<file path="src/rtl/mem_copier.sv">
// Memory-to-memory word copier on a single-port RAM with 1-cycle read latency.
// Optional MEM_COPIER_FILL_EN adds a pattern-fill mode (i_fill/i_pattern).
module mem_copier #(
  parameter int unsigned PBITS = 32,
  parameter int unsigned DBITS = 32,
  parameter int unsigned LBITS = 16
) (
  input  logic             i_clk,
  input  logic             i_reset,
  input  logic             i_start,
  input  logic [PBITS-1:0] i_src,
  input  logic [PBITS-1:0] i_dst,
  input  logic [LBITS-1:0] i_len,
`ifdef MEM_COPIER_FILL_EN
  input  logic             i_fill,
  input  logic [DBITS-1:0] i_pattern,
`endif
  output logic             o_busy,
  output logic             o_done,
  output logic             o_m_en,
  output logic             o_m_we,
  output logic [PBITS-1:0] o_m_addr,
  output logic [DBITS-1:0] o_m_wdata,
  input  logic [DBITS-1:0] i_m_rdata
);

  typedef enum logic [2:0] {
    StIdle,
    StRd,
    StCap,
    StWr,
    StFin
  } state_t;

  state_t           r_state;
  state_t           w_state_next;
  logic [PBITS-1:0] r_sa;
  logic [PBITS-1:0] r_da;
  logic [LBITS-1:0] r_cnt;
  logic [DBITS-1:0] r_hold;
  logic             w_fill_mode;
  logic             w_start_fill;

`ifdef MEM_COPIER_FILL_EN
  logic r_fill;

  assign w_fill_mode  = r_fill;
  assign w_start_fill = i_fill;

  always_ff @(posedge i_clk or posedge i_reset) begin
    if (i_reset) begin
      r_fill <= 1'b0;
    end else if (r_state == StIdle && i_start) begin
      r_fill <= i_fill;
    end
  end
`else
  assign w_fill_mode  = 1'b0;
  assign w_start_fill = 1'b0;
`endif

  always_ff @(posedge i_clk or posedge i_reset) begin
    if (i_reset) begin
      r_state <= StIdle;
    end else begin
      r_state <= w_state_next;
    end
  end

  always_comb begin
    w_state_next = r_state;
    unique case (r_state)
      StIdle: begin
        if (i_start) begin
          if (i_len == '0) begin
            w_state_next = StFin;
          end else if (w_start_fill) begin
            w_state_next = StWr;
          end else begin
            w_state_next = StRd;
          end
        end
      end
      StRd:  w_state_next = StCap;
      StCap: w_state_next = StWr;
      StWr: begin
        // r_cnt is the pre-decrement count, so 1 means this is the last word.
        if (r_cnt == LBITS'(1)) begin
          w_state_next = StFin;
        end else if (w_fill_mode) begin
          w_state_next = StWr;
        end else begin
          w_state_next = StRd;
        end
      end
      StFin:   w_state_next = StIdle;
      default: w_state_next = StIdle;
    endcase
  end

  always_ff @(posedge i_clk or posedge i_reset) begin
    if (i_reset) begin
      r_sa   <= '0;
      r_da   <= '0;
      r_cnt  <= '0;
      r_hold <= '0;
    end else begin
      unique case (r_state)
        StIdle: begin
          if (i_start) begin
            r_sa  <= i_src;
            r_da  <= i_dst;
            r_cnt <= i_len;
`ifdef MEM_COPIER_FILL_EN
            if (i_fill) begin
              r_hold <= i_pattern;
            end
`endif
          end
        end
        StCap: r_hold <= i_m_rdata;
        StWr: begin
          r_sa  <= r_sa + PBITS'(1);
          r_da  <= r_da + PBITS'(1);
          r_cnt <= r_cnt - LBITS'(1);
        end
        default: ;
      endcase
    end
  end

  // Port controls decode from registered state only, so reset clears them at once.
  always_comb begin
    o_busy    = 1'b0;
    o_done    = 1'b0;
    o_m_en    = 1'b0;
    o_m_we    = 1'b0;
    o_m_addr  = '0;
    o_m_wdata = '0;
    unique case (r_state)
      StRd: begin
        o_busy   = 1'b1;
        o_m_en   = 1'b1;
        o_m_addr = r_sa;
      end
      StCap: o_busy = 1'b1;
      StWr: begin
        o_busy    = 1'b1;
        o_m_en    = 1'b1;
        o_m_we    = 1'b1;
        o_m_addr  = r_da;
        o_m_wdata = r_hold;
      end
      StFin:   o_done = 1'b1;
      default: ;
    endcase
  end

endmodule

</file>
<file path="config.mk">
export PLATFORM = sky130hd
export DESIGN_NAME = mem_copier
export DESIGN_NICKNAME = d
export VERILOG_FILES = /design/src/rtl/mem_copier.sv
export SDC_FILE = /design/constraint.sdc
export NUM_CORES = 1
export LEC_CHECK = 0
export BUFFER_PORTS_ARGS = -buffer_cell sky130_fd_sc_hd__buf_4
export CAP_MARGIN = 25
export CORE_UTILIZATION = 58
export CTS_BUF_LIST = sky130_fd_sc_hd__clkbuf_8 sky130_fd_sc_hd__clkbuf_16
export DETAILED_ROUTE_END_ITERATION = 10
export PLACE_DENSITY = 0.87
export SYNTH_ARGS = -nofsm -noshare
export SYNTH_HDL_FRONTEND = slang
export SYNTH_SLANG_ARGS = --single-unit
</file>
<file path="constraint.sdc">
create_clock -name i_clk -period 7.5 [get_ports i_clk]
set_clock_uncertainty 0.05 [all_clocks]
set_input_delay 1.5 -clock i_clk [delete_from_list [all_inputs] [get_ports i_clk]]
set_output_delay 1.5 -clock i_clk [all_outputs]
set_load 0.05 [all_outputs]
</file>
# --- After elaboration in Yosys (flattened, before gate mapping) ---
# Cells that the tools add are included.
totals:
  reg_bits: 115
  input_bits: 115
op_classes:
  addsub: 3
  n_eq_ne: 6
  n_mux: 16
  n_reduce_logical: 6
op_table:
  columns: ["operator", "n"]
  rows:
  - ["$pmux W32 S2", 3]
  - ["$mux W32", 3]
  - ["$add A32 B1 Y32 const B", 2]
  - ["$pmux W16 S2", 1]
  - ["$eq A16 B1 Y1 const B", 1]
  - ["$logic_not A16 Y1", 1]
  - ["$mux W16", 1]
  - ["$sub A16 B1 Y16 const B", 1]
  - ["$pmux W3 S4", 1]
  - ["$mux W3", 3]
  - ["$eq A3 B2 Y1 const B", 2]
  - ["$mux W1", 4]
  - ["$eq A3 B1 Y1 const B", 1]
  - ["$eq A3 B3 Y1 const B", 1]
  - ["$logic_not A3 Y1", 1]
  - ["$reduce_or A3 Y1", 1]
  - ["$ne A2 B2 Y1 const B", 1]
  - ["$reduce_and A2 Y1", 1]
  - ["$reduce_bool A2 Y1", 1]
  - ["$reduce_or A2 Y1", 1]

# --- Depth between registers and ports, before layout ---
logic_depth:
  word_depth: 4
  mapped_depth: 8

# --- Worst setup path after synthesis ---
# Ideal clock, no wire load.
synth_timing:
  path_kind: "register -> output"
  start: "register r_state[2]"
  end: "output o_m_wdata[29]"
  arrival_time_ns: 2.290
  required_time_ns: 5.950
  path_slack_ns: 3.660
  stages_incl_launch_ff: 8
  path_buffers: 4
  cell_sequence: "dfrtp_1 buf_2 nand3b_4 inv_1 buf_2 buf_2 buf_1 and2_1"
synth_between:
  elab_chain_len: 2
synth_rtl:
  columns: ["item", "line_no", "rtl"]
  rows:
  - ["start, declared", "35", "state_t r_state;"]
  - ["start signal, assigned", "64", "r_state <= StIdle;"]
  - ["start signal, assigned", "66", "r_state <= w_state_next;"]
  - ["$eq A3 B2 Y1", "140", "unique case (r_state)"]
  - ["$mux W32", "140", null]
  - ["end, declared", "23", "output logic [DBITS-1:0] o_m_wdata,"]
# No other way between the ends.

# --- Worst setup path in the final report ---
layout_timing:
  start: "register r_state[1]"
  end: "output o_m_wdata[20]"
# Same word-level chain as after synthesis.

==> reports/qor.yml <==
synthesis:
  ys.flop_type: "dfrtp_1"
  synth.area.top_cells: "dfrtp_1, mux2_2, mux2i_1"
  synth_largest_area_cell: "dfrtp_1"
  synth.most_common_cell: "dfrtp_1"
  async_flop_share: 1.00
  synth.yosys.seq_area_share: 0.426
  syn_area_um2: 6760
  yosys.area.top_type_share: 0.426
  synth_edf_count: 0
  syn_avg_cell_area_um2: 9.39
  syn-instance-count: 720
  synth.net_count: 839
  yosysUniqueCellTypes: 66
  synth-seq-cells: 115
  synth_warnings: 0
  synth_commonest_cells: "dfrtp_1, nor2_1, nand2_1"
floorplanning:
  core_area_um2: 11400
  die_area_um2: 12100
  placement_rows: 39
  die_h_um: 110
  initial_core_util: 0.595
  boundaryPins: 183
  fp.dieW_um: 110
sta:
  tns_ns: 0
  finalWorstSetupSlack_ns: 2.83
  setup_viol: 0
  rsz0062_at_grt: "no"
  fin_crit_sh: 0.623
  post-route-min-period_ns: 4.67
  tightest_slew_ns: 0.961
  final_hold_viol_count: 0
  maxSlewViolCount: 0
  slew_headroom: 0.353
  timing.fmax_mhz: 214
worst_setup_path:
  cp-start-kind: "register"
  cp.arrival_ns: 3.12
  slowest_delay_ns: 0.73
  end_kind: "primary output"
  crit_fanout: 40
  crit_required_ns: 5.95
  worstPathCellList: "nand3b_4, inv_2, buf_4, and2_1, buf_4"
  critical-path-slowest-cell: "dfrtp_2"
  cpMostUsedCell: "buf_4"
  critical_path_class: "register to primary output"
  reg2reg_depth: 6
clock_network:
  cts.sinks: 115
  cts_hold_buf: 0
  cts_resized: 0
  cts_post_setup_buffers_inserted: 0
  cts_buffers: 17
  cts_max_level: 4
  clk_pin_slew_ns: 0.05
  insertion_delay_ns: 0.43
  clk_path_buf_depth: 2
  cts_tree: "done"
  cts-root-buf: "clkbuf_16"
run_status:
  outcome: "finished, final reports clean"
worst_hold_path:
  hold_depth: 1
  hp-class: "register to register"
global_route:
  grt_max_degree: 84
  grt_pass1_wl_mm: 31.8
  antenna_found_initial: 0
  grt-ovfl-total: 0
  grt_pass1_vias: 6419
  grt_usage: 0.353
detailed_routing:
  drtAntennaViolNets: 0
  drc: 0
  vias: 6765
  drt_pass1_iterations: 6
  viasPerCell: 6.50
  drt_iter0_drc: 744
  wirelength_mm: 20.8
  wire_per_inst_um: 20.0
layout:
  fill_cells: 718
  final-instance-count-excl-fill: 1041
  nNetsFinal: 1004
  syn_to_final_growth_pct: 31.1
  ff_latch_area_um2: 2880
  multi_input_area_um2: 3640
  drive_above_1_share: 0.304
  n_antenna_cell: 0
run:
  cap_violations: 0
pwr:
  p_per_area_nw_per_um2: 515
  irDropWorstVdd_v: 0.000349
  leakagePower_nw: 3.97
placement:
  pre_cts_slack_ns: 2.79
  dp_hpwl_mm: 13.8
  gp_congestion: 0.934
  dp_cells: 1007
  io_buffers: 182
power breakdown:
group / switching (mW) / internal [mW]
combinational: 1.52 / 0.855
clock: 0.294 / 0.586
sequential: 0.392 / 0.918
total: 2.21 / 2.36
through the flow:
stage	utilization	hold slack [ns]	area (µm²)	total power, mW
after floorplan	-	0.422	6760	2.94
after global placement	0.719	0.434	8170	3.53
after detailed placement	0.719	0.439	8170	3.63
after CTS	0.775	0.455	8810	4.53
after global routing	0.779	0.463	8860	4.78
final	0.779	0.453	8860	4.57
logic make-up (layout without fill, tap and decap cells):
group / after synthesis / in the layout / share of synthesized area
AO/OA/AOI/OAI: 148 / 148 / 0.160
XOR/XNOR: 4 / 4 / 0.00518
adder cells (fa/ha/maj): 4 / 4 / 0.00740
buffers and inverters: 60 / 238 / 0.0368
flip-flops: 115 / 115 / 0.426
multiplexers: 70 / 70 / 0.110
AND/OR/NAND/NOR: 319 / 319 / 0.255
sequential cells by signal, summed over array words and instances, names as in the netlist:
register,count
r_sa,32
r_hold,32
r_cnt,16
r_da,32
r_state,3
layout make-up:
class                           instances  area share
Tap cell                              143      0.0202
Inverter                               15     0.00664
Clock inverter                         11      0.0178
Sequential cell                       115       0.325
Clock buffer                           21      0.0542
Multi-Input combinational cell        545       0.411
Timing Repair Buffer                  191       0.166
critical path: cells and delay by family (launching register included):
family	cells	cell delay, ns
buf+inv	3	1.27
simple gates	2	0.66
flops	1	0.73
cells in the final DEF (no fill, tap or decap), drive strengths merged, types with 3 or more instances in the layout:
cell type,Yosys,final
bufinv,0,4
and3,17,17
a22oi,5,5
ha,4,4
a311oi,12,12
nand4,17,17
and2,40,40
a211o,3,3
nand3,28,28
and4,5,5
mux2,33,33
o22ai,5,5
a21o,5,5
or3,3,3
a21oi,16,16
nor4,14,14
xnor2,4,4
nand2,64,64
clkinv,0,3
inv,15,17
mux2i,37,37
clkbuf,23,21
nor2,90,90
nand3b,3,3
o21a,3,3
a211oi,25,25
o211ai,21,21
a221o,4,4
o311ai,11,11
nor4b,3,3
a31oi,4,4
dfrtp,115,115
buf,22,191
nor3b,3,3
or4,6,6
o21ai,17,17
nor3,19,19
per-layer routing:
metal,up-vias,global-route usage,part of all wire
met4,0,0.179,0.029
met3,60,0.106,0.10
met1,3264,0.432,0.38
li1,3011,-,-
met2,430,0.564,0.49
met5,-,0,0
path summary, 6_finish.rpt:
kind | from | to | slack, ns
min in group asynchronous | i_reset | r_hold[6]$_DFFE_PP0P_ | 1.02
setup / recovery | r_state[1]$_DFFE_PP0P_ | o_m_wdata[20] | 2.83
setup reg to reg | r_state[1]$_DFFE_PP0P_ | r_sa[28]$_DFFE_PP0P_ | 4.37
hold reg to reg | r_hold[16]$_DFFE_PP0P_ | r_hold[16]$_DFFE_PP0P_ | 0.45
hold / removal | r_hold[16]$_DFFE_PP0P_ | r_hold[16]$_DFFE_PP0P_ | 0.45
max in group asynchronous | i_reset | r_sa[18]$_DFFE_PP0P_ | 5.39
Power figures use the tool's default switching activity.
